==> config.mk <==
export PLATFORM = sky130hd
export DESIGN_NAME = pipe_log_adder
export DESIGN_NICKNAME = d
export VERILOG_FILES = /design/src/rtl/pipe_log_adder.sv
export SDC_FILE = /design/constraint.sdc
export NUM_CORES = 1
export LEC_CHECK = 0
export CORE_UTILIZATION = 45
export CTS_CLUSTER_SIZE = 8
export DETAILED_ROUTE_END_ITERATION = 7
export MAX_ROUTING_LAYER = met4
export PLACE_DENSITY = 0.69
export SETUP_SLACK_MARGIN = 0.4
export SLEW_MARGIN = 20
export SYNTH_ARGS = -nofsm -noshare
export SYNTH_HDL_FRONTEND = slang
export SYNTH_SLANG_ARGS = --single-unit
==> constraint.sdc <==
create_clock -name clk -period 5.05 [get_ports clk]
set_input_delay 0.505 -clock clk [delete_from_list [all_inputs] [get_ports clk]]
set_output_delay 0.505 -clock clk [all_outputs]
set_load 0.02 [all_outputs]
==> src/rtl/pipe_log_adder.sv <==
// Pipelined Brent-Kung parallel-prefix adder/subtractor with valid/ready
// handshaking on both sides. The prefix network (up-sweep then down-sweep)
// is cut into STAGES register stages. Levels are spread evenly across the
// stages, and any extra levels go to the earliest stages. The last stage
// forms the sum and the flags and registers them as the outputs.
module pipe_log_adder #(
    parameter int WIDTH  = 16,
    parameter int STAGES = 2
) (
    input  logic             clk,
    input  logic             rst,
    input  logic             in_valid,
    output logic             in_ready,
    input  logic [WIDTH-1:0] a,
    input  logic [WIDTH-1:0] b,
    input  logic             cin,
    input  logic             sub,
    output logic             out_valid,
    input  logic             out_ready,
    output logic [WIDTH-1:0] sum,
    output logic             co,
    output logic             ovf,
    output logic             zero
);

    localparam int LOG2W     = $clog2(WIDTH);
    localparam int LEVELS    = 2 * LOG2W - 1;
    // Guards the division below so a bad STAGES reaches the $error and not a divide-by-zero.
    localparam int STG_SAFE  = (STAGES < 1) ? 1 : STAGES;
    localparam int LVL_BASE  = LEVELS / STG_SAFE;
    localparam int LVL_REM   = LEVELS % STG_SAFE;

    if (WIDTH < 4 || WIDTH > 64 || (WIDTH & (WIDTH - 1)) != 0) begin : g_bad_width
        $error("pipe_log_adder: WIDTH must be a power of two in 4..64");
    end
    if (STAGES < 1 || STAGES > LOG2W + 1) begin : g_bad_stages
        $error("pipe_log_adder: STAGES must be in 1..log2(WIDTH)+1");
    end

    // True when prefix level lv is the first level of some stage other than stage 0.
    function automatic bit starts_stage(input int lv);
        bit hit;
        hit = 1'b0;
        for (int s = 1; s < STG_SAFE; s++) begin
            if (s * LVL_BASE + ((s < LVL_REM) ? s : LVL_REM) == lv) begin
                hit = 1'b1;
            end
        end
        return hit;
    endfunction

    // Span between a node and its partner at prefix level lv.
    function automatic int node_dist(input int lv);
        return (lv < LOG2W) ? (1 << lv) : (1 << (2 * LOG2W - 2 - lv));
    endfunction

    // True when bit i combines with bit i-node_dist(lv) at level lv.
    // The up-sweep builds the power-of-two group prefixes; the down-sweep fills in the rest.
    function automatic bit is_node(input int lv, input int i);
        int d;
        d = node_dist(lv);
        if (lv < LOG2W) begin
            return ((i + 1) % (2 * d)) == 0;
        end
        return (((i + 1) % (2 * d)) == d) && (i >= 2 * d);
    endfunction

    logic advance;
    assign advance  = !out_valid || out_ready;
    assign in_ready = advance && !rst;

    // Subtraction is A + ~B + 1. The carry-in is folded into bit 0's generate,
    // so each prefix result G[i:0] is the carry out of bit i.
    logic [WIDTH-1:0] b_cond;
    logic [WIDTH-1:0] gen_vec;
    logic [WIDTH-1:0] prop_vec;
    logic             carry_in_eff;
    assign b_cond       = sub ? ~b : b;
    assign carry_in_eff = sub ? 1'b1 : cin;
    assign prop_vec     = a ^ b_cond;
    assign gen_vec      = (a & b_cond) | {{(WIDTH-1){1'b0}}, prop_vec[0] & carry_in_eff};

    genvar gl, gi;
    for (gl = 0; gl < LEVELS; gl++) begin : g_lvl
        logic [WIDTH-1:0] g_cur, p_cur, x_cur;
        logic [WIDTH-1:0] g_next, p_next;
        logic [WIDTH-1:0] g_out, p_out, x_out;
        logic             c_cur, v_cur, c_out, v_out;

        if (gl == 0) begin : g_src_in
            assign g_cur = gen_vec;
            assign p_cur = prop_vec;
            assign x_cur = prop_vec;
            assign c_cur = carry_in_eff;
            assign v_cur = in_valid;
        end else begin : g_src_prev
            assign g_cur = g_lvl[gl-1].g_out;
            assign p_cur = g_lvl[gl-1].p_out;
            assign x_cur = g_lvl[gl-1].x_out;
            assign c_cur = g_lvl[gl-1].c_out;
            assign v_cur = g_lvl[gl-1].v_out;
        end

        for (gi = 0; gi < WIDTH; gi++) begin : g_bit
            if (is_node(gl, gi)) begin : g_op
                localparam int J = gi - node_dist(gl);
                assign g_next[gi] = g_cur[gi] | (p_cur[gi] & g_cur[J]);
                assign p_next[gi] = p_cur[gi] & p_cur[J];
            end else begin : g_pass
                assign g_next[gi] = g_cur[gi];
                assign p_next[gi] = p_cur[gi];
            end
        end

        if (starts_stage(gl + 1)) begin : g_reg
            // Stage boundary: all stages shift together whenever the output can advance.
            always_ff @(posedge clk or posedge rst) begin
                if (rst) begin
                    g_out <= '0;
                    p_out <= '0;
                    x_out <= '0;
                    c_out <= 1'b0;
                    v_out <= 1'b0;
                end else if (advance) begin
                    g_out <= g_next;
                    p_out <= p_next;
                    x_out <= x_cur;
                    c_out <= c_cur;
                    v_out <= v_cur;
                end
            end
        end else begin : g_wire
            assign g_out = g_next;
            assign p_out = p_next;
            assign x_out = x_cur;
            assign c_out = c_cur;
            assign v_out = v_cur;
        end
    end

    // The group propagate is not needed after the last level.
    logic unused_final_p;
    assign unused_final_p = ^g_lvl[LEVELS-1].p_out;

    logic [WIDTH-1:0] g_fin, x_fin, carry_vec, sum_next;
    logic             c_fin, v_fin;
    assign g_fin     = g_lvl[LEVELS-1].g_out;
    assign x_fin     = g_lvl[LEVELS-1].x_out;
    assign c_fin     = g_lvl[LEVELS-1].c_out;
    assign v_fin     = g_lvl[LEVELS-1].v_out;
    assign carry_vec = {g_fin[WIDTH-2:0], c_fin};
    assign sum_next  = x_fin ^ carry_vec;

    logic [WIDTH-1:0] sum_reg;
    logic             out_valid_reg, co_reg, ovf_reg, zero_reg;

    // Output stage: result fields only change when a valid beat lands, so they hold across bubbles.
    always_ff @(posedge clk or posedge rst) begin
        if (rst) begin
            out_valid_reg <= 1'b0;
            sum_reg       <= '0;
            co_reg        <= 1'b0;
            ovf_reg       <= 1'b0;
            zero_reg      <= 1'b0;
        end else if (advance) begin
            out_valid_reg <= v_fin;
            if (v_fin) begin
                sum_reg  <= sum_next;
                co_reg   <= g_fin[WIDTH-1];
                ovf_reg  <= g_fin[WIDTH-1] ^ g_fin[WIDTH-2];
                zero_reg <= (sum_next == '0);
            end
        end
    end

    assign out_valid = out_valid_reg;
    assign sum       = sum_reg;
    assign co        = co_reg;
    assign ovf       = ovf_reg;
    assign zero      = zero_reg;

endmodule

==> impl_metrics.yaml <==
final_layout:
  fin_util: 0.597
  syn2layout_area_growth_pct: 26.3
  antenna-diode-count: 0
  seqCellArea_um2: 1450
  multiInputGateArea_um2: 1470
  nNetsFinal: 424
  final_cells: 444
  nFillCells: 555
  drive_gt1_frac: 0.0817
setup_path:
  cp_top_family: "buffers and inverters"
  r2r_start: "g_lvl[3].g_out[7]"
  worstSetupPathType: "in -> reg"
  rr_worst_depth: 6
  worst_setup_path_end_kind: "flip-flop"
  slowest_stage: "clkdlybuf4s50_1"
  cp.required_ps: 5260
  setup.worst_path.start: "sub"
  worstPathCellList: "clkdlybuf4s50_1 -> xor2_1 -> ha_1 -> a21oi_1 -> a211oi_2 -> nor3_2 -> o22ai_1"
  critPathArrivalTime_ps: 2910
  path_max_fanout: 19
  setup.worst_path.start_class: "input port"
  cp.depth: 7
  crit_buf_inv: 1
  slowest_delay_ps: 940
logic_synthesis:
  synth_fa_ha_area_frac: 0.0948
  synthMuxAreaShare: 0.0297
  synthFlopType: "dfrtp_1"
  ys_warn_count: 0
  post_synth_instance_area_um2: 3040
  synth-simple-area-share: 0.194
  synth_edf_count: 0
  ys_ff_latch: 58
  synth_xor_area_frac: 0.0800
  synth_top_cell_area_share: 0.478
  synth_nets: 366
  avgSynthCellArea_um2: 9.95
  syn_inst: 305
  synthTopCellsByArea: "dfrtp_1 48%, nand2_1 12%, ha_1 9.5%, xor2_1 6.3%, mux2_1 3.0%"
  synth_top_family_by_area: "simple AND/OR/NAND/NOR gates"
  synth-seq-area-share: 0.478
  synth_compound_area_frac: 0.0870
  synth_top_cell_by_area: "dfrtp_1"
  ys_types: 38
  ys_async_sr_fraction: 1.00
power_and_ir_drop:
  switching_share: 0.335
  power.share.clock: 0.257
  power.density_nw_per_um2: 447
  power_frac_seq: 0.390
  pwr-share-comb: 0.353
  power.internal_w: 0.00114
  p_sw_w: 0.000573
  p_leak_nw: 1.83
  ir_drop_mv: 0.160
clocking:
  clkSlewWorstSetupHoldPaths_ps: 60
  cts_tree: "done"
  clk_latency_ps: 330
  post_cts_buffers: 0
  clk_path_buf_depth: 2
  hold_buffers: 0
  numCtsBuffers: 9
  htreeDepth: 3
  cts_root_buffer: "clkbuf_8"
  clock-sinks: 58
  cts_resized: 0
place:
  place_inst: 429
  pre_cts_slack_ps: 1990
  port_buffers: 58
  dpl.hpwl_um: 4270
  gp_congestion: 0.859
hold_path:
  hp-start: "g_lvl[3].g_out[10]"
  min_path_type: "reg -> reg"
  whs_path_depth: 2
floorplanning:
  num_rows: 29
  die_width_um: 84.1
  start_util: 0.473
  ios: 59
  die-area_um2: 7080
  core-area_um2: 6420
  die_y_um: 84.1
timing:
  worst_pin_slew_ps: 1010
  fin_ws_ps: 2350
  max_freq_mhz: 370
  slew_headroom: 0.323
  period_share: 0.535
  setup_tns_ps: 0
  min_period_ps: 2700
  grt_setup_unrepaired: "false"
  holdWs_ps: 469
  slew_viol_final: 0
  hold_viol: 0
  fin_skew_ps: 8.54
  finalSetupViolations: 0
route:
  drc: 6
  drt-wirelength-per-cell_um: 13.4
  dr.pass1.iters: 8
  wl_um: 5960
  antenna_left: 0
  drtIter0Drc: 163
  via_count: 2207
  viasPerCell: 4.97
grt:
  grt_overflow_total: 0
  antenna_found_initial: 0
  grt_pass1_vias: 2076
  grt_first_pass_wirelength_um: 10200
  grt_start_max_net_pins: 59
  grtUsageTotal: 0.193
status:
  failed_checks: "design-rule violations"
  status: "complete, but fails checks"
job:
  max-cap-violations: 0
Yosys cell counts, types with 2 or more instances:
library cell and number:
a21o_1 7, a21oi_1 12, a31oi_1 3, buf_2 7
buf_4 2, buf_6 3, dfrtp_1 58, ha_1 23
inv_1 3, mux2_1 8, nand2_1 93, nand3_1 2
nand4_1 2, nor2_1 22, nor3_1 2, nor3_2 2
o21ai_0 4, o21ai_1 9, xnor2_1 2, xor2_1 22
xor2_2 2
cell type report:
type,count,area share
Sequential cell,58,0.379
Inverter,3,0.00294
Multi-Input combinational cell,231,0.385
Clock buffer,13,0.0441
Clock inverter,2,0.00914
Timing Repair Buffer,60,0.155
Tap cell,77,0.0251
tightest hold or removal path, stage by stage, from the launching register on:
cell     delay [ps]
dfrtp_1         340
nand2_1          50
nand2_1          50
final timing paths:
| check | to | slack, ps |
|---|---|---|
| max reg2reg | zero | 3090 |
| min reg2reg | g_lvl[3].g_out[10] | 470 |
| min in group asynchronous | sum[14] | 730 |
| max | g_lvl[3].g_out[15] | 2350 |
| min | g_lvl[3].g_out[10] | 470 |
| max in group asynchronous | g_lvl[3].v_out | 3830 |
cell usage in the layout (no fill, tap or decap), drive strengths merged, types with 3 or more instances in the layout:
master         count
nand2             94
dfrtp             58
clkdlybuf4s50     58
xor2              24
ha                23
nor2              23
a21oi             13
clkbuf            13
o21ai             13
mux2               8
a21o               7
nor3               4
a31oi              3
nand3              3
inv                3
through the flow:
stage,cell area [um^2],power [W]
2_1_floorplan,3040,0.00104
3_3_place_gp,3630,0.00127
3_5_place_dp,3630,0.00129
4_1_cts,3830,0.00173
5_1_grt,3830,0.00182
6_report,3830,0.00171
cells by family after synthesis:
group / count (synthesis)
buffers and inverters: 16
AO/OA/AOI/OAI: 42
XOR/XNOR: 26
multiplexers: 8
flip-flops: 58
AND/OR/NAND/NOR: 132
adder cells (fa/ha/maj): 23
per-layer routing:
metal	track usage	part of all wire	vias up
met5	-	0	-
met4	0.0846	0.019	0
met3	0.0442	0.043	11
met2	0.263	0.43	57
met1	0.275	0.51	1020
li1	-	-	1119
power by group through the flow:
stage	Clock (W)	Sequential, W	Combinational (W)
finish	0.000441	0.000668	0.000605
CTS	0.000453	0.000670	0.000611
detailed placement	0	0.000678	0.000608
global placement	0	0.000671	0.000602
floorplan	0	0.000753	0.000284
global route	0.000477	0.000686	0.000661
Power figures use the tool's default switching activity.
